**src/rtl/led_walk_decoder_pkg.sv**
```systemverilog
// Shared types for the walking-LED receive path: FSM states, fault codes,
// walk direction constants and the per-sample step classification.
package led_walk_pkg;

  // Decoder tracking state
  typedef enum logic [1:0] {
    ACQUIRE = 2'd0,
    TRACK   = 2'd1,
    FAULT   = 2'd2
  } state_t;

  // Fault reason, exactly as reported on err_code
  typedef enum logic [1:0] {
    ERR_NONE   = 2'd0,
    ERR_ONEHOT = 2'd1,
    ERR_ADJ    = 2'd2,
    ERR_STALL  = 2'd3
  } err_code_t;

  // Walk direction as reported on dir
  localparam logic DIR_UP   = 1'b0;
  localparam logic DIR_DOWN = 1'b1;

  // How a new sample relates to the currently tracked position
  typedef enum logic [2:0] {
    STEP_HOLD    = 3'd0,  // same LED as before
    STEP_UP      = 3'd1,  // neighbour toward MSB (modulo width)
    STEP_DOWN    = 3'd2,  // neighbour toward bit 0 (modulo width)
    STEP_JUMP    = 3'd3,  // legal pattern, but not adjacent
    STEP_ILLEGAL = 3'd4   // not exactly one LED lit
  } step_t;

endpackage

```
**src/rtl/led_walk_decoder_if.sv**
```systemverilog
// Bus bundle between a walking-LED source/observer and led_walk_decoder.
// master: drives samples and fault clear; slave: the decoder.
interface led_walk_decoder_if #(
  parameter int WIDTH = 8,
  parameter int CNT_W = 16
);
  localparam int POS_W = $clog2(WIDTH);

  logic                 sample_en;
  logic [WIDTH-1:0]     led_in;
  logic                 clr_err;
  logic [POS_W-1:0]     pos;
  logic                 pos_valid;
  logic                 dir;
  logic                 dir_valid;
  logic                 wrap;
  logic                 dir_change;
  logic [CNT_W-1:0]     step_count;
  logic                 err;
  logic [1:0]           err_code;

  modport master (
    output sample_en, led_in, clr_err,
    input  pos, pos_valid, dir, dir_valid, wrap, dir_change,
           step_count, err, err_code
  );

  modport slave (
    input  sample_en, led_in, clr_err,
    output pos, pos_valid, dir, dir_valid, wrap, dir_change,
           step_count, err, err_code
  );

endinterface

```
**src/rtl/led_walk_decoder_onehot_enc.sv**
```systemverilog
// Combinational one-hot encoder: returns the index of the lit bit and
// whether exactly one bit is lit. idx is only meaningful when legal = 1.
module led_onehot_enc #(
  parameter int WIDTH = 8
) (
  input  logic [WIDTH-1:0]         onehot,
  output logic [$clog2(WIDTH)-1:0] idx,
  output logic                     legal
);

  localparam int IDX_W = $clog2(WIDTH);

  logic [IDX_W-1:0] masked_idx [WIDTH];

  // Each bit contributes its own index when set; for a legal pattern
  // exactly one term is non-zero so an OR-reduction yields the index.
  for (genvar gi = 0; gi < WIDTH; gi++) begin : g_mask
    assign masked_idx[gi] = onehot[gi] ? IDX_W'(gi) : '0;
  end

  // OR-reduce the per-bit indices
  always_comb begin
    idx = '0;
    for (int i = 0; i < WIDTH; i++) begin
      idx = idx | masked_idx[i];
    end
  end

  // Exactly one bit set: non-zero and clearing the lowest set bit leaves zero
  assign legal = (|onehot) && ((onehot & (onehot - WIDTH'(1))) == '0);

endmodule

```
**src/rtl/led_walk_decoder.sv**
```systemverilog
// Walking-LED receive decoder. Samples a one-hot LED bus on sample_en and
// recovers position, walk direction, wrap/direction-change pulses and a
// saturating step count; any illegal pattern or step raises a sticky fault.
// Optional build macro LED_WALK_STALL_DETECT_EN adds a stall fault after
// STALL_LIMIT consecutive held samples while tracking.
module led_walk_decoder
  import led_walk_pkg::*;
#(
  parameter int WIDTH       = 8,
  parameter int CNT_W       = 16,
  parameter int STALL_LIMIT = 4
) (
  input  logic             clkIn,
  input  logic             rst,
  led_walk_decoder_if.slave bus
);

  localparam int POS_W = $clog2(WIDTH);

  // Parameter sanity: power-of-two width of at least 4, positive stall limit
  if (WIDTH < 4 || (WIDTH & (WIDTH - 1)) != 0 || STALL_LIMIT < 1 || CNT_W < 1) begin : g_bad_param
    $error("led_walk_decoder: illegal parameter set");
  end

  state_t           state_reg;
  logic [POS_W-1:0] pos_reg;
  logic             pos_valid_reg;
  logic             dir_reg;
  logic             dir_valid_reg;
  logic             wrap_reg;
  logic             dir_change_reg;
  logic [CNT_W-1:0] cnt_reg;
  logic             err_reg;
  err_code_t        err_code_reg;

`ifdef LED_WALK_STALL_DETECT_EN
  localparam int STALL_W = $clog2(STALL_LIMIT + 1);
  logic [STALL_W-1:0] stall_reg;
`endif

  logic [POS_W-1:0] enc_idx;
  logic             enc_legal;
  logic [POS_W-1:0] pos_up;
  logic [POS_W-1:0] pos_dn;
  step_t            step_kind;
  logic             wrap_hit;
  logic             fault_now;
  err_code_t        fault_code_now;

  led_onehot_enc #(
    .WIDTH (WIDTH)
  ) u_enc (
    .onehot (bus.led_in),
    .idx    (enc_idx),
    .legal  (enc_legal)
  );

  // Neighbour positions; POS_W-bit arithmetic wraps modulo WIDTH
  assign pos_up = pos_reg + POS_W'(1);
  assign pos_dn = pos_reg - POS_W'(1);

  // Classify the current sample against the tracked position
  always_comb begin
    step_kind = STEP_ILLEGAL;
    if (!enc_legal) begin
      step_kind = STEP_ILLEGAL;
    end else if (enc_idx == pos_reg) begin
      step_kind = STEP_HOLD;
    end else if (enc_idx == pos_dn) begin
      step_kind = STEP_DOWN;
    end else if (enc_idx == pos_up) begin
      step_kind = STEP_UP;
    end else begin
      step_kind = STEP_JUMP;
    end
  end

  // A wrap is the end-to-end step in either direction
  assign wrap_hit = ((step_kind == STEP_DOWN) && (pos_reg == '0)) ||
                    ((step_kind == STEP_UP)   && (pos_reg == '1));

  // Decide whether this sample faults, and why
  always_comb begin
    fault_now      = 1'b0;
    fault_code_now = ERR_NONE;
    if (state_reg == ACQUIRE) begin
      if (!enc_legal) begin
        fault_now      = 1'b1;
        fault_code_now = ERR_ONEHOT;
      end
    end else if (state_reg == TRACK) begin
      if (step_kind == STEP_ILLEGAL) begin
        fault_now      = 1'b1;
        fault_code_now = ERR_ONEHOT;
      end else if (step_kind == STEP_JUMP) begin
        fault_now      = 1'b1;
        fault_code_now = ERR_ADJ;
      end
`ifdef LED_WALK_STALL_DETECT_EN
      else if (step_kind == STEP_HOLD && (int'(stall_reg) + 1 >= STALL_LIMIT)) begin
        fault_now      = 1'b1;
        fault_code_now = ERR_STALL;
      end
`endif
    end
  end

  // Tracking FSM with registered outputs; clr_err outranks sample_en
  always_ff @(posedge clkIn) begin
    if (rst) begin
      state_reg      <= ACQUIRE;
      pos_reg        <= '0;
      pos_valid_reg  <= 1'b0;
      dir_reg        <= DIR_UP;
      dir_valid_reg  <= 1'b0;
      wrap_reg       <= 1'b0;
      dir_change_reg <= 1'b0;
      cnt_reg        <= '0;
      err_reg        <= 1'b0;
      err_code_reg   <= ERR_NONE;
`ifdef LED_WALK_STALL_DETECT_EN
      stall_reg      <= '0;
`endif
    end else begin
      wrap_reg       <= 1'b0;
      dir_change_reg <= 1'b0;
      if (bus.clr_err) begin
        state_reg     <= ACQUIRE;
        err_reg       <= 1'b0;
        err_code_reg  <= ERR_NONE;
        cnt_reg       <= '0;
        dir_valid_reg <= 1'b0;
        pos_valid_reg <= 1'b0;
`ifdef LED_WALK_STALL_DETECT_EN
        stall_reg     <= '0;
`endif
      end else if (bus.sample_en) begin
        case (state_reg)
          ACQUIRE, TRACK: begin
            if (fault_now) begin
              state_reg     <= FAULT;
              err_reg       <= 1'b1;
              err_code_reg  <= fault_code_now;
              pos_valid_reg <= 1'b0;
              dir_valid_reg <= 1'b0;
            end else if (state_reg == ACQUIRE) begin
              state_reg     <= TRACK;
              pos_reg       <= enc_idx;
              pos_valid_reg <= 1'b1;
`ifdef LED_WALK_STALL_DETECT_EN
              stall_reg     <= '0;
`endif
            end else if (step_kind == STEP_UP || step_kind == STEP_DOWN) begin
              pos_reg        <= enc_idx;
              dir_reg        <= (step_kind == STEP_DOWN) ? DIR_DOWN : DIR_UP;
              dir_valid_reg  <= 1'b1;
              wrap_reg       <= wrap_hit;
              dir_change_reg <= dir_valid_reg &&
                                (dir_reg != ((step_kind == STEP_DOWN) ? DIR_DOWN : DIR_UP));
              if (cnt_reg != '1) begin
                cnt_reg <= cnt_reg + CNT_W'(1);
              end
`ifdef LED_WALK_STALL_DETECT_EN
              stall_reg      <= '0;
`endif
            end else begin
`ifdef LED_WALK_STALL_DETECT_EN
              stall_reg <= stall_reg + STALL_W'(1);
`endif
            end
          end
          FAULT: begin
            // Samples are ignored until clr_err
          end
          default: begin
            state_reg <= ACQUIRE;
          end
        endcase
      end
    end
  end

  assign bus.pos        = pos_reg;
  assign bus.pos_valid  = pos_valid_reg;
  assign bus.dir        = dir_reg;
  assign bus.dir_valid  = dir_valid_reg;
  assign bus.wrap       = wrap_reg;
  assign bus.dir_change = dir_change_reg;
  assign bus.step_count = cnt_reg;
  assign bus.err        = err_reg;
  assign bus.err_code   = err_code_reg;

endmodule

```
**src/flat_wrapper.sv**
```systemverilog
// flat-port wrapper written by rule: the top's interface ports become plain ports
module led_walk_decoder_flat import led_walk_pkg::*;
#(
  parameter int WIDTH       = 8,
  parameter int CNT_W       = 16,
  parameter int STALL_LIMIT = 4
)
  (clkIn, rst, bus_sample_en, bus_led_in, bus_clr_err, bus_pos, bus_pos_valid, bus_dir, bus_dir_valid, bus_wrap, bus_dir_change, bus_step_count, bus_err, bus_err_code);
  led_walk_decoder_if #(.WIDTH(WIDTH), .CNT_W(CNT_W)) bus_i ();
  input  logic clkIn;
  input  logic rst;
  input wire logic [$bits(bus_i.sample_en)-1:0] bus_sample_en;
  input wire logic [$bits(bus_i.led_in)-1:0] bus_led_in;
  input wire logic [$bits(bus_i.clr_err)-1:0] bus_clr_err;
  output wire logic [$bits(bus_i.pos)-1:0] bus_pos;
  output wire logic [$bits(bus_i.pos_valid)-1:0] bus_pos_valid;
  output wire logic [$bits(bus_i.dir)-1:0] bus_dir;
  output wire logic [$bits(bus_i.dir_valid)-1:0] bus_dir_valid;
  output wire logic [$bits(bus_i.wrap)-1:0] bus_wrap;
  output wire logic [$bits(bus_i.dir_change)-1:0] bus_dir_change;
  output wire logic [$bits(bus_i.step_count)-1:0] bus_step_count;
  output wire logic [$bits(bus_i.err)-1:0] bus_err;
  output wire logic [$bits(bus_i.err_code)-1:0] bus_err_code;
  assign bus_i.sample_en = bus_sample_en;
  assign bus_i.led_in = bus_led_in;
  assign bus_i.clr_err = bus_clr_err;
  assign bus_pos = bus_i.pos;
  assign bus_pos_valid = bus_i.pos_valid;
  assign bus_dir = bus_i.dir;
  assign bus_dir_valid = bus_i.dir_valid;
  assign bus_wrap = bus_i.wrap;
  assign bus_dir_change = bus_i.dir_change;
  assign bus_step_count = bus_i.step_count;
  assign bus_err = bus_i.err;
  assign bus_err_code = bus_i.err_code;
  led_walk_decoder #(.WIDTH(WIDTH), .CNT_W(CNT_W), .STALL_LIMIT(STALL_LIMIT)) u_core (.clkIn(clkIn), .rst(rst), .bus(bus_i));
endmodule
```
**config.mk**
```make
export PLATFORM = sky130hd
export DESIGN_NAME = led_walk_decoder_flat
export DESIGN_NICKNAME = d
export VERILOG_FILES = /design/src/rtl/led_walk_decoder_pkg.sv /design/src/rtl/led_walk_decoder_if.sv /design/src/rtl/led_walk_decoder_onehot_enc.sv /design/src/rtl/led_walk_decoder.sv /design/src/flat_wrapper.sv
export SDC_FILE = /design/constraint.sdc
export NUM_CORES = 1
export LEC_CHECK = 0
export BUFFER_PORTS_ARGS = -buffer_cell sky130_fd_sc_hd__clkbuf_2
export CAP_MARGIN = 20
export CORE_MARGIN = 3
export CORE_UTILIZATION = 53
export CTS_BUF_LIST = sky130_fd_sc_hd__clkbuf_16
export DETAILED_ROUTE_END_ITERATION = 6
export GPL_ROUTABILITY_DRIVEN = 0
export GPL_TIMING_DRIVEN = 0
export PLACE_DENSITY = 0.88
export RECOVER_POWER = 50
export SLEW_MARGIN = 10
export SYNTH_ARGS = -nofsm -noshare
export SYNTH_HDL_FRONTEND = slang
export SYNTH_SLANG_ARGS = --single-unit
```
**constraint.sdc**
```tcl
create_clock -name clkIn -period 3.2 [get_ports clkIn]
set_clock_uncertainty 0.05 [all_clocks]
set_input_delay 0.96 -clock clkIn [delete_from_list [all_inputs] [get_ports clkIn]]
set_output_delay 0.96 -clock clkIn [all_outputs]
set_load 0.05 [all_outputs]
```
Word-level counts from Yosys, hierarchy flattened

Index checks and enable logic that the tools add are counted.

Register bits: 29
Bits of input ports: 12
Output and inout bits: 27

Add/subtract/negate cells: 4
Equality and inequality tests: 14
Muxes and demuxes: 32
Bitwise operators: 14
Reduce and logical (&&, ||, !) cells: 23

Operator list:

| operator                                         | count |
|---|---|
| two-way mux 3 bit                                | 9 |
| two-way mux 2 bit                                | 9 |
| adder 16 x 1 -> 16 bit, second input constant    | 1 |
| inequality test 16 bit, second input constant    | 1 |
| two-way mux 1 bit                                | 13 |
| AND reduction 6 bit                              | 2 |
| == test 3 bit                                    | 3 |
| OR 3 bit                                         | 3 |
| AND reduction 3 bit                              | 3 |
| bitwise AND 8 bit                                | 1 |
| zero test 8 bit                                  | 1 |
| OR reduction 8 bit                               | 1 |
| subtractor 8 x 1 -> 8 bit, second input constant | 1 |
| NOT 1 bit                                        | 7 |
| OR reduction 7 bit                               | 1 |
| == test 3 x 2 -> 1 bit, second input constant    | 2 |
| == test 3 bit, second input constant             | 2 |
| nonzero test 2 bit                               | 3 |
| AND reduction 5 bit                              | 1 |
| logical AND 1 bit                                | 4 |
| one-hot mux 2 bit (2 select lines)               | 1 |
| AND reduction 4 bit                              | 1 |
| OR reduction 2 bit                               | 2 |
| adder 3 x 1 -> 3 bit, second input constant      | 1 |
| 13 further kinds                                 | 14 |

Longest topological paths before layout

Gate-level depths: netlist of the first run.

Word-level depth: 19
Mapped depth: 11

By module

From an unflattened synthesis of the first run, not the netlist that was laid out.

Cell total of the unflattened synthesis: 202
Area total of the unflattened synthesis: 1721.7 sq um

Modules (own cells, without submodules):

| module           | times used | cells each | area each (sq um) | sequential area each (sq um) |
|---|---|---|---|---|
| led_walk_decoder | 1          | 183        | 1589.0            | 580.6 |
| led_onehot_enc   | 1          | 19         | 132.6             | 0.0 |

Least setup slack after synthesis of the first run

OpenSTA, ideal clock, no wires.

Path type: input to register
Start: in bus_led_in[7]
End: reg u_core.cnt_reg[4] (netlist: u_core.bus.step_count[4])
Library setup time: 0.115 ns
Data arrival time: 2.709 ns
Data required time: 3.035 ns
Path slack: 0.326 ns
Stages: 10
Buffers on the path: 3
Cells stage by stage: or4_4 -> buf_6 -> xnor2_2 -> nand2b_1 -> a21oi_2 -> buf_6 -> and3_1 -> buf_2 -> a21oi_1 -> a31o_1

Cells in the longest elaborated chain, start to end: 14

Ends and longest elaborated chain:

| element                                                                            | line                    | RTL |
|---|---|---|
| start: declaration                                                                 | flat_wrapper.sv:13      | `input wire logic [$bits(bus_i.led_in)-1:0] bus_led_in;` |
| parallel branches: the longest is 13 deep, another holds subtractor 8 x 1 -> 8 bit | --                      |  |
| AND reduction 6 bit (no source line) *                                             | --                      |  |
| end signal: assignment                                                             | led_walk_decoder.sv:161 | `cnt_reg <= cnt_reg + CNT_W'(1);` |
| end: declaration                                                                   | led_walk_decoder.sv:32  | `logic [CNT_W-1:0] cnt_reg;` |

Every way passes the cells marked *.
A chain may end at the register's enable or synchronous reset.

Worst setup path in the final report of the first run

Start: in bus_led_in[7]
End: reg u_core.pos_reg[2] (netlist: u_core.bus.pos[2])

Cells in the longest elaborated chain, start to end: 14

Ends and longest elaborated chain:

| element                                                                            | line                    | RTL |
|---|---|---|
| parallel branches: the longest is 14 deep, another holds subtractor 8 x 1 -> 8 bit | --                      |  |
| end signal: assignment                                                             | led_walk_decoder.sv:148 | `pos_reg <= enc_idx;` |
| end signal: assignment                                                             | led_walk_decoder.sv:154 | `pos_reg <= enc_idx;` |
| end: declaration                                                                   | led_walk_decoder.sv:26  | `logic [POS_W-1:0] pos_reg;` |

Parallel ways; which one is timed is not known. The select of a mux whose other input is x is not followed.

==> impl_summary.log, run 1 <==
[metrics] status: finished, final reports clean
[metrics] fraction of the yosys area taken by sequential cells: 35.7%
[metrics] 1st-pass router iterations: 4
[metrics] final hold slack: ~0.41 ns
[metrics] Worst EP arrival: 3.05 ns
[metrics] number of synthesis warnings: 0
[metrics] sum of routed wire length over all layers: 3.67 mm
[metrics] # DRC: 0
[metrics] Worst Setup Start Kind: primary input
[metrics] Synthesized Nets: 207
[metrics] count of input and output buffers: 38
[metrics] number of cells in the design after placement: 259
[metrics] top cells by area in the synthesized netlist: dfxtp_1 36%, nor2_1 5.8%, ha_1 3.9%
[metrics] Combinational Power Share: 7.2%
[metrics] area share of fa/ha/maj cells after synthesis: 3.85%
[metrics] number of flip-flops in the largest register: 16
[metrics] routed metal-1 wirelength: 1.60 mm
[metrics] count of vias placed by the detailed router: 1559
[metrics] Top Ports: 39
[metrics] number of global-route vias before repair: 1407
[metrics] shortest period the worst path allows: 2.94 ns
[metrics] total of fill cells in the finished design: 247
[metrics] pwr/cell area: 477 nW/um^2
[metrics] Worst path depth: 9
[metrics] width of the die: 61.4 um
[metrics] sink count of the clock tree: 29
[metrics] final cell count without fillers: between 200 and 300
[metrics] critical-path cell with the highest stage delay: or4_4
[metrics] class of the worst hold path: reg -> reg
[metrics] clock-pin slew on the worst setup and hold paths: 0.05 ns
[metrics] starting density of the core: 57.4%
[metrics] number of CTS-inserted buffers: 5
[metrics] placeable core region: around 2800 um^2
[metrics] average size of a mapped cell: between 8 and 9 um^2
[metrics] detail-routed net length per standard cell: between 10 and 15 um
[metrics] pin count of the biggest net entering global routing: 11
[metrics] number of distinct library cell variants in the gate-level netlist after synthesis: 53
[metrics] flop2flop setup slack: 0.86 ns
[metrics] Overall Global Routing Usage: a little over a fifth
[metrics] Worst R2R End: u_core.bus.step_count[15]
[metrics] Seq cells post-synth: 29
[metrics] area fraction in and, or, nand and nor cells after synthesis: 29.7%
[metrics] Crit. End Element: flop
[metrics] placement row count: 19
[metrics] Crit Reg-Reg Startpoint: u_core.bus.step_count[3]
[metrics] power dissipated by switching net loads: approximately 200 uW
[metrics] largest vdd supply drop: 0.240 mV
[metrics] portion of netlist area occupied by mux cells: 1.85%
[metrics] share of the synthesized area in compound gates (AO/OA/AOI/OAI): around 17%
[metrics] sequential power share: roughly two fifths
[metrics] Buf+Inv Stages, Crit Path: 3
[metrics] Max Cap Viol: 0
[metrics] post-synthesis async set-or-reset flop share: 0%
[metrics] root buffer cell: clkbuf_16
[metrics] critical path required time: 3.31 ns
[metrics] HPWL after detailed placement: 2.60 mm
[metrics] CP Class: in -> reg
[metrics] wire length of the first global-routing pass: 5.96 mm
[metrics] height of the die: 61.4 um
[metrics] static leakage power: 0.761 nW
[metrics] most used flip-flop cell after synthesis: dfxtp_1
[metrics] endpoint of the most critical setup path: u_core.bus.pos[2]
[metrics] crit path launch: bus_led_in[7]
[metrics] highest layer used for signal routing: met4
[metrics] Max Buffers Root-to-Sink: 2
[metrics] clock network fraction of design power: 54.1%
[metrics] synthesis-to-finish area growth: 22.4%
[metrics] full die area: 3760 um^2
[metrics] met2 routed wirelength: 1.80 mm
[metrics] design internal power: between 700 and 800 uW
[metrics] Peak Freq: 340 MHz
[metrics] largest fanout on the critical path: 10
[metrics] number of DRC markers in iteration 0: 113
[metrics] Routed met3 length: 225 um
[metrics] XOR/XNOR Fraction of Synth Area: 6.39%
[metrics] # H-tree levels: 2
[metrics] number of enable flip-flop cells after synthesis: 0
[metrics] TritonCTS clock tree: done
[metrics] worst reg2reg path depth: 8
[metrics] number of antenna violations at the first check in global routing: 0
[metrics] fin nets: 252
[metrics] count of final setup violators: 0
[metrics] Cell Area, Synth: about 1600 um^2
[metrics] setup repair after global routing missed its margin: no
[metrics] fraction of final layout cells with drive strength greater than 1: 14.0%
[metrics] top library cells by usage in the layout, fill and taps aside: 29 x dfxtp_1, 27 x clkbuf_1, 25 x nor2_1
[metrics] share of the synthesized area in the top cell type: 35.7%
[metrics] main combinational cell family by area after synthesis: simple AND/OR/NAND/NOR gates
[metrics] Max-slew headroom: ~60%
[metrics] Antenna Violating Nets Remaining: 0
[metrics] Gate Count Post-Synth: 190
[metrics] most common cell after layout, fill and taps aside: dfxtp_1
[metrics] Top Family by Delay on Critical Path: compound AO/OA/AOI/OAI gates
[metrics] switching power share of the total: 21.0%
[metrics] CP cell instances: clkbuf_2 > or4_4 > buf_6 > o2111a_1 > a21oi_2 > buf_4 > o211a_1 > mux2i_1 > nor2_1
[metrics] number of max-slew violations in the final report: 0
[metrics] top cell type by total area after synthesis: dfxtp_1
[metrics] antenna diode instance count: 0
[metrics] clock insertion delay at the later pin of the skew report: around 0.28 ns
[metrics] routed via count divided by cell count: 5.84
[metrics] overflow left after global routing: 0
[metrics] Hold Violations, Final: 0
[metrics] transition at the pin with the smallest max-transition slack: 0.611 ns
[metrics] maximum cell stage delay along the critical path: 0.54 ns
[metrics] final critical-path share of the clock period: 91.9%
==> cell type report <==
cell class                 count  area (um^2)  area share (%)
tap                           31         38.8            1.95
timing repair buffer          38          156            7.87
multi-input combinational    148          968            48.7
inverter                       6         22.5            1.13
sequential                    29          581            29.2
clock buffer                   5          125            6.29
buffer                         7         58.8            2.96
clock inverter                 3         37.5            1.89
==> cells by family after synthesis <==
logic type / after synthesis
AOI/OAI and AO/OA: 41
muxes: 3
xor gates and xnor gates: 11
buffers and inverters: 13
adders and majority gates: 5
DFF: 29
and+or+nand+nor: 88
==> Yosys cell counts, drive strengths merged (4+ instances only) <==
cell type / count
dfxtp: 29
nor2: 25
nand2: 13
a21oi: 12
nor3: 8
nand3: 7
o21ai: 7
and3: 6
inv: 6
xnor2: 6
buf: 5
ha: 5
or3: 5
xor2: 5
nand4b: 4
==> worst register-to-register path, cell delays in order, from the launching register on <==
cell and delay (ns):
dfxtp_1 0.44, and4_1 0.30, nand2_1 0.12, nor3_1 0.39
a41oi_1 0.26, and3_2 0.27, buf_2 0.16, a31oi_1 0.18
a41o_1 0.11
==> how the worst min path moves through the flow <==
stage | start | to | cells after the start
floorplan | u_core.state_reg[0] | u_core.state_reg[0] | 2
global placement | u_core.bus.dir_valid | u_core.bus.dir_change | 2
detailed placement | u_core.bus.dir_valid | u_core.bus.dir_change | 2
CTS | u_core.bus.dir_valid | u_core.bus.dir_change | 2
global route | u_core.bus.dir_valid | u_core.bus.dir_change | 2
finish | u_core.bus.dir_valid | u_core.bus.dir_change | 2
==> power by group through the flow <==
stage / Clock, mW / Sequential (mW) / Combinational [mW]
floorplan: 0 / 0.381 / 0.0371
global placement: 0 / 0.373 / 0.0662
detailed placement: 0 / 0.374 / 0.0672
CTS: 0.520 / 0.366 / 0.0682
global route: 0.534 / 0.366 / 0.0752
finish: 0.513 / 0.366 / 0.0685
==> through the flow <==
stage | cell area [um^2] | setup WS (ns) | util [%] | total power, mW | setup TNS, ns
4_1_cts | 2020 | 0.139 | 71.3 | 0.954 | 0
3_3_place_gp | 1850 | 0.0173 | 65.5 | 0.440 | 0
3_5_place_dp | 1850 | -0.105 | 65.5 | 0.441 | -0.838
5_1_grt | 1990 | 0.147 | 70.3 | 0.975 | 0
2_1_floorplan | 1620 | 0.326 | - | 0.418 | 0
6_report | 1990 | 0.258 | 70.3 | 0.948 | 0
==> repair_timing <==
| action | in CTS | in global routing |
|---|---|---|
| gates resized for setup | 0 | 1 |
| buffers inserted | 0 | 0 |
| setup endpoints to repair | 0 | 7 |
| hold buffers | 0 | 0 |
==> layer usage <==
layer / vias up / global-route usage [%]
li1: 784 / -
met4: 0 / 8.79
met1: 730 / 26.7
met3: 6 / 6.50
met5: - / 0
met2: 39 / 34.3
No activity file was read; power rests on OpenSTA's default activity.
==> run 2, diff against run 1 <==
--- a/config.mk
+++ b/config.mk
@@ -5,15 +5,18 @@
 export SDC_FILE = /design/constraint.sdc
 export NUM_CORES = 1
 export LEC_CHECK = 0
+export ABC_AREA = 1
 export BUFFER_PORTS_ARGS = -buffer_cell sky130_fd_sc_hd__clkbuf_2
 export CAP_MARGIN = 20
+export CELL_PAD_IN_SITES_DETAIL_PLACEMENT = 2
+export CELL_PAD_IN_SITES_GLOBAL_PLACEMENT = 2
 export CORE_MARGIN = 3
-export CORE_UTILIZATION = 53
+export CORE_UTILIZATION = 30
 export CTS_BUF_LIST = sky130_fd_sc_hd__clkbuf_16
 export DETAILED_ROUTE_END_ITERATION = 6
 export GPL_ROUTABILITY_DRIVEN = 0
 export GPL_TIMING_DRIVEN = 0
-export PLACE_DENSITY = 0.88
+export PLACE_DENSITY = 0.89
 export RECOVER_POWER = 50
 export SLEW_MARGIN = 10
 export SYNTH_ARGS = -nofsm -noshare
==> run 2 against run 1 <==
Core utilization down 32 points. Critical path depth up 2. Non-clock buffer count down 1. Via count up 33%. Clock-buffer cell count unchanged. Final area up 17%. Global-route usage down 3.4 points. Critical endpoint is now u_core.bus.step_count[7].
==> impl_summary.log, run 2 <==
[metrics] status: finished, final reports clean
[metrics] count of final setup violators: 0 (unchanged)
[metrics] setup total negative slack: 0 ns (unchanged)
[metrics] grt met3 use: 2.95% (-3.6 points)
[metrics] placeable core region: 6100 um^2 (+120%)
[metrics] fin nets: 349 (+38%)
[metrics] Hold Violations, Final: 0 (unchanged)
[metrics] Crit Reg-Reg Startpoint: u_core.bus.pos[0]
[metrics] static leakage power: 0.866 nW (+14%)
[metrics] Max-slew headroom: 59.7% (+0.27 points)
[metrics] # H-tree levels: 2 (unchanged)
[metrics] top cells by area in the synthesized netlist: dfxtp_1 30%, nand2_1 11%, nand3_1 9.0%
[metrics] final cell count without fillers: 407 (+52%)
[metrics] fraction of the yosys area taken by sequential cells: 29.9% (-5.9 points)
[metrics] clock-pin slew on the worst setup and hold paths: 0.05 ns (about the same)
[metrics] 1st-pass router iterations: 4 (unchanged)
[metrics] most frequent cells after synthesis: 57 x nand2_1, 35 x nand3_1, 34 x nor2_1, 29 x dfxtp_1, 28 x inv_1
[metrics] worst reg2reg path depth: 13 (+5)
[metrics] full die area: 7470 um^2 (+99%)
[metrics] most used flip-flop cell after synthesis: dfxtp_1
[metrics] quantity of hold-fixing buffers added after cts: 0 (unchanged)
[metrics] number of CTS-inserted buffers: 5 (unchanged)
[metrics] top library cells by usage in the layout, fill and taps aside: 57 x nand2_1, 35 x nor2_1, 35 x nand3_1
[metrics] number of cells in the design after placement: 400 (+54%)
[metrics] routed via count divided by cell count: 5.08 (-13%)
[metrics] number of global-route vias before repair: 2229 (+58%)
[metrics] Crit. End Element: flop
[metrics] Max Buffers Root-to-Sink: 2 (unchanged)
[metrics] sum of routed wire length over all layers: 6.39 mm (+74%)
[metrics] largest fanout on the critical path: 10 (unchanged)
[metrics] root buffer cell: clkbuf_16
[metrics] TritonCTS clock tree: done
[metrics] wire length of the first global-routing pass: 10.6 mm (+78%)
[metrics] setup repair after global routing missed its margin: no
[metrics] starting density of the core: 31.9% (-26 points)
[metrics] fraction of final layout cells with drive strength greater than 1: 11.4% (-2.5 points)
[metrics] pin count of the biggest net entering global routing: 11 (unchanged)
[metrics] placement row count: 28 (+9)
[metrics] final critical-path share of the clock period: 85.5% (-6.5 points)
[metrics] Worst Setup Start Kind: primary input
[metrics] Max Cap Viol: 0 (unchanged)
[metrics] Seq cells post-synth: 29 (unchanged)
[metrics] antenna diode instance count: 0 (unchanged)
[metrics] PostCTS Resize Cnt: 0 (unchanged)
[metrics] shortest period the worst path allows: 2.73 ns (-0.207 ns)
[metrics] Post-CTS Repair Setup Buffers: 0 (unchanged)
[metrics] number of max-slew violations in the final report: 0 (unchanged)
[metrics] Total Power: 908 uW (-4.3%)
[metrics] count of input and output buffers: 38 (unchanged)
[metrics] number of antenna violations at the first check in global routing: 0 (unchanged)
[metrics] met2 usage: 34.5% (+0.20 points)
[metrics] pwr/cell area: 391 nW/um^2 (-18%)
[metrics] critical path required time: 3.29 ns (-0.02 ns)
[metrics] width of the die: 86.5 um (+41%)
[metrics] share of the synthesized area in the top cell type: 29.9% (-5.9 points)
[metrics] transition at the pin with the smallest max-transition slack: 0.607 ns (-0.00400 ns)
[metrics] # DRC: 0 (unchanged)
[metrics] Worst EP arrival: 2.83 ns (-0.22 ns)
[metrics] Cell Area, Synth: 1940 um^2 (+20%)
[metrics] HPWL after detailed placement: 4.88 mm (+87%)
[metrics] met1 Resource Use GR: 19.9% (-6.8 points)
[metrics] overflow left after global routing: 0 (unchanged)
[metrics] class of the worst hold path: reg -> reg
[metrics] Synthesized Nets: 304 (+47%)
[metrics] beginning of the worst hold path: u_core.bus.err
[metrics] sink count of the clock tree: 29 (unchanged)
[metrics] number of enable flip-flop cells after synthesis: 0 (unchanged)
[metrics] Gate Count Post-Synth: 287 (+51%)
[metrics] number of flip-flops in the largest register: 16 (unchanged)
[metrics] final hold slack: 0.403 ns (-0.00659 ns)
[metrics] height of the die: 86.5 um (+41%)
[metrics] most used routing layer in global routing: met2
[metrics] post-synthesis async set-or-reset flop share: 0% (unchanged)
[metrics] Worst Hold Depth: 2 (unchanged)
[metrics] Peak Freq: 366 MHz (+7.6%)
[metrics] Top Ports: 39 (unchanged)
[metrics] largest vdd supply drop: 0.245 mV (+2.1%)
[metrics] most frequent cell after synthesis: nand2_1
[metrics] CP Class: in -> reg
[metrics] most common cell after layout, fill and taps aside: nand2_1
[metrics] crit path launch: bus_led_in[7]
[metrics] top cell type by total area after synthesis: dfxtp_1
[metrics] average size of a mapped cell: 6.77 um^2 (-21%)
[metrics] number of distinct library cell variants in the gate-level netlist after synthesis: 30 (-43%)
[metrics] Antenna Violating Nets Remaining: 0 (unchanged)
[metrics] Overall Global Routing Usage: 18.0% (-3.4 points)
[metrics] count of vias placed by the detailed router: 2069 (+33%)
[metrics] detail-routed net length per standard cell: 15.7 um (+14%)
[metrics] clock insertion delay at the later pin of the skew report: 0.28 ns (about the same)
[metrics] synthesis-to-finish area growth: 19.6%
[metrics] number of DRC markers in iteration 0: 49 (-57%)
[metrics] number of synthesis warnings: 0 (unchanged)
[run 2: power by group]
| group | internal [mW] | switching, mW | total, mW |
|---|---|---|---|
| Sequential | 0.366 | 0.00417 | 0.370 |
| Clock | 0.277 | 0.158 | 0.435 |
| Combinational | 0.0286 | 0.0743 | 0.103 |
[run 2: final timing paths]
path                                   end  slack (ns)
hold reg to reg             u_core.bus.err        0.40
hold / removal              u_core.bus.err        0.40
setup reg to reg  u_core.bus.step_count[7]        0.58
setup / recovery  u_core.bus.step_count[7]        0.47
[run 2: cell type report]
class | count | area, um^2
Sequential cell | 29 | 581
Timing Repair Buffer | 38 | 156
Fill cell | 785 | 3770
Clock inverter | 2 | 7.51
Tap cell | 75 | 93.8
Multi-Input combinational cell | 220 | 1200
Inverter | 32 | 121
Buffer | 6 | 38.8
Clock buffer | 5 | 125
[run 2: critical path, stage by stage]
cell	delay, ns
clkbuf_2	0.12
nor2_4	0.18
nand2_2	0.13
xor2_1	0.19
nor2_4	0.21
nor2_1	0.11
nand3_4	0.13
nand4_1	0.27
buf_4	0.30
o21ai_1	0.15
a21oi_1	0.08
[run 2: per-stage QoR]
stage | setup slack [ns] | instance area [um^2] | util, %
after floorplan | 0.689 | 1940 | -
after global placement | 0.277 | 2230 | 36.5
after detailed placement | 0.188 | 2230 | 36.5
after CTS | 0.460 | 2360 | 38.7
after global routing | 0.233 | 2320 | 38.1
final | 0.465 | 2320 | 38.1
[run 2: logic make-up (layout without fill, tap and decap cells)]
family | count (synthesis) | after routing | share of synthesized area (%)
AO/OA/AOI/OAI | 50 | 50 | 14.5
XOR/XNOR | 17 | 17 | 7.67
adder cells (fa/ha/maj) | 5 | 5 | 3.22
flip-flops | 29 | 29 | 29.9
AND/OR/NAND/NOR | 148 | 148 | 36.5
buffers and inverters | 38 | 83 | 8.25
[run 2: layer usage]
| layer | vias to the layer above | wire [um] |
|---|---|---|
| met5 | - | 0 |
| met4 | 0 | 66 |
| met3 | 6 | 205 |
| met2 | 27 | 3440 |
| met1 | 1007 | 2680 |
| li1 | 1029 | - |
==> run 3, diff against run 2 <==
--- a/config.mk
+++ b/config.mk
@@ -12,7 +12,6 @@
 export CELL_PAD_IN_SITES_GLOBAL_PLACEMENT = 2
 export CORE_MARGIN = 3
 export CORE_UTILIZATION = 30
-export CTS_BUF_LIST = sky130_fd_sc_hd__clkbuf_16
 export DETAILED_ROUTE_END_ITERATION = 6
 export GPL_ROUTABILITY_DRIVEN = 0
 export GPL_TIMING_DRIVEN = 0
==> run 3 against run 2 <==
Clock-buffer cell count rose by 2. Flip-flop and latch count did not move. Core utilization fell by 0.76 points. Sequential power barely moved.
==> impl_summary.log, run 3 (synthesis gave the netlist of run 2 again) <==
[metrics] quantity of hold-fixing buffers added after cts: 0 (unchanged)
[metrics] Max Cap Viol: 0 (unchanged)
[metrics] number of global-route vias before repair: 2197 (-1.4%)
[metrics] clock insertion delay at the later pin of the skew report: 0.29 ns (about the same)
[metrics] total of fill cells in the finished design: 799 (+1.8%)
[metrics] height of the die: 86.5 um (unchanged)
[metrics] HPWL after detailed placement: 4.88 mm (unchanged)
[metrics] clock-pin slew on the worst setup and hold paths: 0.07 ns (+0.02 ns)
[metrics] overflow left after global routing: 0 (unchanged)
[metrics] CP Class: in -> reg
[metrics] most common cell after layout, fill and taps aside: nand2_1
[metrics] count of input and output buffers: 38 (unchanged)
[metrics] routed via count divided by cell count: 5.07 (-0.29%)
[metrics] setup repair after global routing missed its margin: no
[metrics] fraction of final layout cells with drive strength greater than 1: 11.7% (+0.30 points)
[metrics] critical path required time: 3.37 ns (+0.08 ns)
[metrics] number of antenna violations at the first check in global routing: 0 (unchanged)
[metrics] # H-tree levels: 2 (unchanged)
[metrics] area of the multi-input gates: 1200 um^2 (unchanged)
[metrics] Peak Freq: 363 MHz (-0.85%)
[metrics] PostCTS Resize Cnt: 0 (unchanged)
[metrics] shortest period the worst path allows: 2.76 ns (+0.0235 ns)
[metrics] TritonCTS clock tree: done
[metrics] Max Buffers Root-to-Sink: 2 (unchanged)
[metrics] top library cells by usage in the layout, fill and taps aside: 57 x nand2_1, 35 x nor2_1, 35 x nand3_1
[metrics] number of max-slew violations in the final report: 0 (unchanged)
[metrics] final cell count without fillers: 407 (unchanged)
[metrics] count of vias placed by the detailed router: 2063 (-0.29%)
[metrics] detail-routed net length per standard cell: 15.1 um (-3.9%)
[metrics] Worst EP arrival: 2.93 ns (+0.10 ns)
[metrics] number of cells in the design after placement: 400 (unchanged)
[metrics] Max-slew headroom: 59.7% (about the same)
[metrics] sum of routed wire length over all layers: 6.14 mm (-3.9%)
[metrics] Total Power: 780 uW (-14%)
[metrics] Worst Hold Depth: 2 (unchanged)
[metrics] sequential cell area in the final layout: 581 um^2 (unchanged)
[metrics] starting density of the core: 31.9% (unchanged)
[metrics] number of flip-flops in the largest register: 16 (unchanged)
[metrics] Hold Violations, Final: 0 (unchanged)
[metrics] setup total negative slack: 0 ns (unchanged)
[metrics] Overall Global Routing Usage: 17.4% (-0.56 points)
[metrics] # DRC: 0 (unchanged)
[metrics] root buffer cell: clkbuf_8
[metrics] number of DRC markers in iteration 0: 27 (-45%)
[metrics] final critical-path share of the clock period: 86.2% (+0.74 points)
[metrics] largest vdd supply drop: 0.157 mV (-36%)
[metrics] status: finished, final reports clean
[metrics] transition at the pin with the smallest max-transition slack: 0.607 ns (-0.0000466 ns)
[metrics] width of the die: 86.5 um (unchanged)
[metrics] synthesis-to-finish area growth: 17.2%
[metrics] count of final setup violators: 0 (unchanged)
[metrics] Antenna Violating Nets Remaining: 0 (unchanged)
[metrics] number of CTS-inserted buffers: 5 (unchanged)
[metrics] largest fanout on the critical path: 10 (unchanged)
[metrics] pin count of the biggest net entering global routing: 11 (unchanged)
[metrics] antenna diode instance count: 0 (unchanged)
[metrics] wire length of the first global-routing pass: 10.4 mm (-1.8%)
[metrics] full die area: 7470 um^2 (unchanged)
[metrics] pwr/cell area: 343 nW/um^2 (-12%)
[metrics] fin nets: 349 (unchanged)
[metrics] Post-CTS Repair Setup Buffers: 0 (unchanged)
[metrics] placement row count: 28 (unchanged)
[metrics] placeable core region: 6100 um^2 (unchanged)
[metrics] class of the worst hold path: reg -> reg
[metrics] Worst Setup Start Kind: primary input
[metrics] Top Ports: 39 (unchanged)
[metrics] 1st-pass router iterations: 4 (unchanged)
[metrics] static leakage power: 0.842 nW (-2.8%)
[metrics] sink count of the clock tree: 29 (unchanged)
[metrics] final worst-path setup slack: 0.441 ns (-0.0235 ns)
[metrics] worst reg2reg path depth: 13 (unchanged)
[metrics] Post-Place Setup Slack: 0.188 ns (unchanged)
[metrics] Crit. End Element: flop
run 3: cell types whose count changed in the layout (fill, tap and decap cells not counted), sizes merged:
cell / change
clkinv: -1
clkbuf: +2
inv: -1
run 3: cell type report:
class	instances	area share, %
plain buffers	6	1.70
clock buffers	7	3.79
inverters	32	5.33
multi-input cells	220	52.7
flip-flops and latches	29	25.5
well taps	75	4.12
repair buffers	38	6.87
run 3: critical path: stages:
cell      delay, ns
clkbuf_2       0.12
nor2_1         0.21
nand2_1        0.15
nand2_1        0.09
nand2_1        0.08
nand2_1        0.11
nor2_4         0.06
nor2_1         0.26
nand3_4        0.16
nand4_1        0.26
buf_4          0.25
o21ai_1        0.07
a21oi_1        0.14
run 3: report_power, final:
part | switching [mW] | internal, mW | leakage [nW] | total [mW]
Sequential | 0.00401 | 0.365 | 0.234 | 0.369
Clock | 0.139 | 0.170 | 0.0443 | 0.309
Combinational | 0.0729 | 0.0286 | 0.563 | 0.101
run 3: final timing paths:
kind / startpoint / endpoint / slack [ns]
setup / recovery: bus_led_in[7] / u_core.bus.step_count[9] / 0.44
hold / removal: u_core.bus.err / u_core.bus.err / 0.40
setup reg to reg: u_core.bus.pos[0] / u_core.bus.step_count[7] / 0.63
hold reg to reg: u_core.bus.err / u_core.bus.err / 0.40
run 3: per-stage QoR:
stage                     cell area, um^2  hold WS [ns]  utilization (%)
after floorplan                      1940         0.420                -
after global placement               2230         0.395             36.5
after detailed placement             2230         0.400             36.5
after CTS                            2310         0.407             37.9
after global routing                 2280         0.435             37.3
final                                2280         0.402             37.3
run 3: per-layer routing:
metal  track usage, %  part of all wire [%]  vias up
met4             4.39                  0.65        0
li1                 -                     -     1031
met2             32.9                    54       29
met3             3.04                   3.4        7
met5                0                     0        -
met1             20.0                    42      996
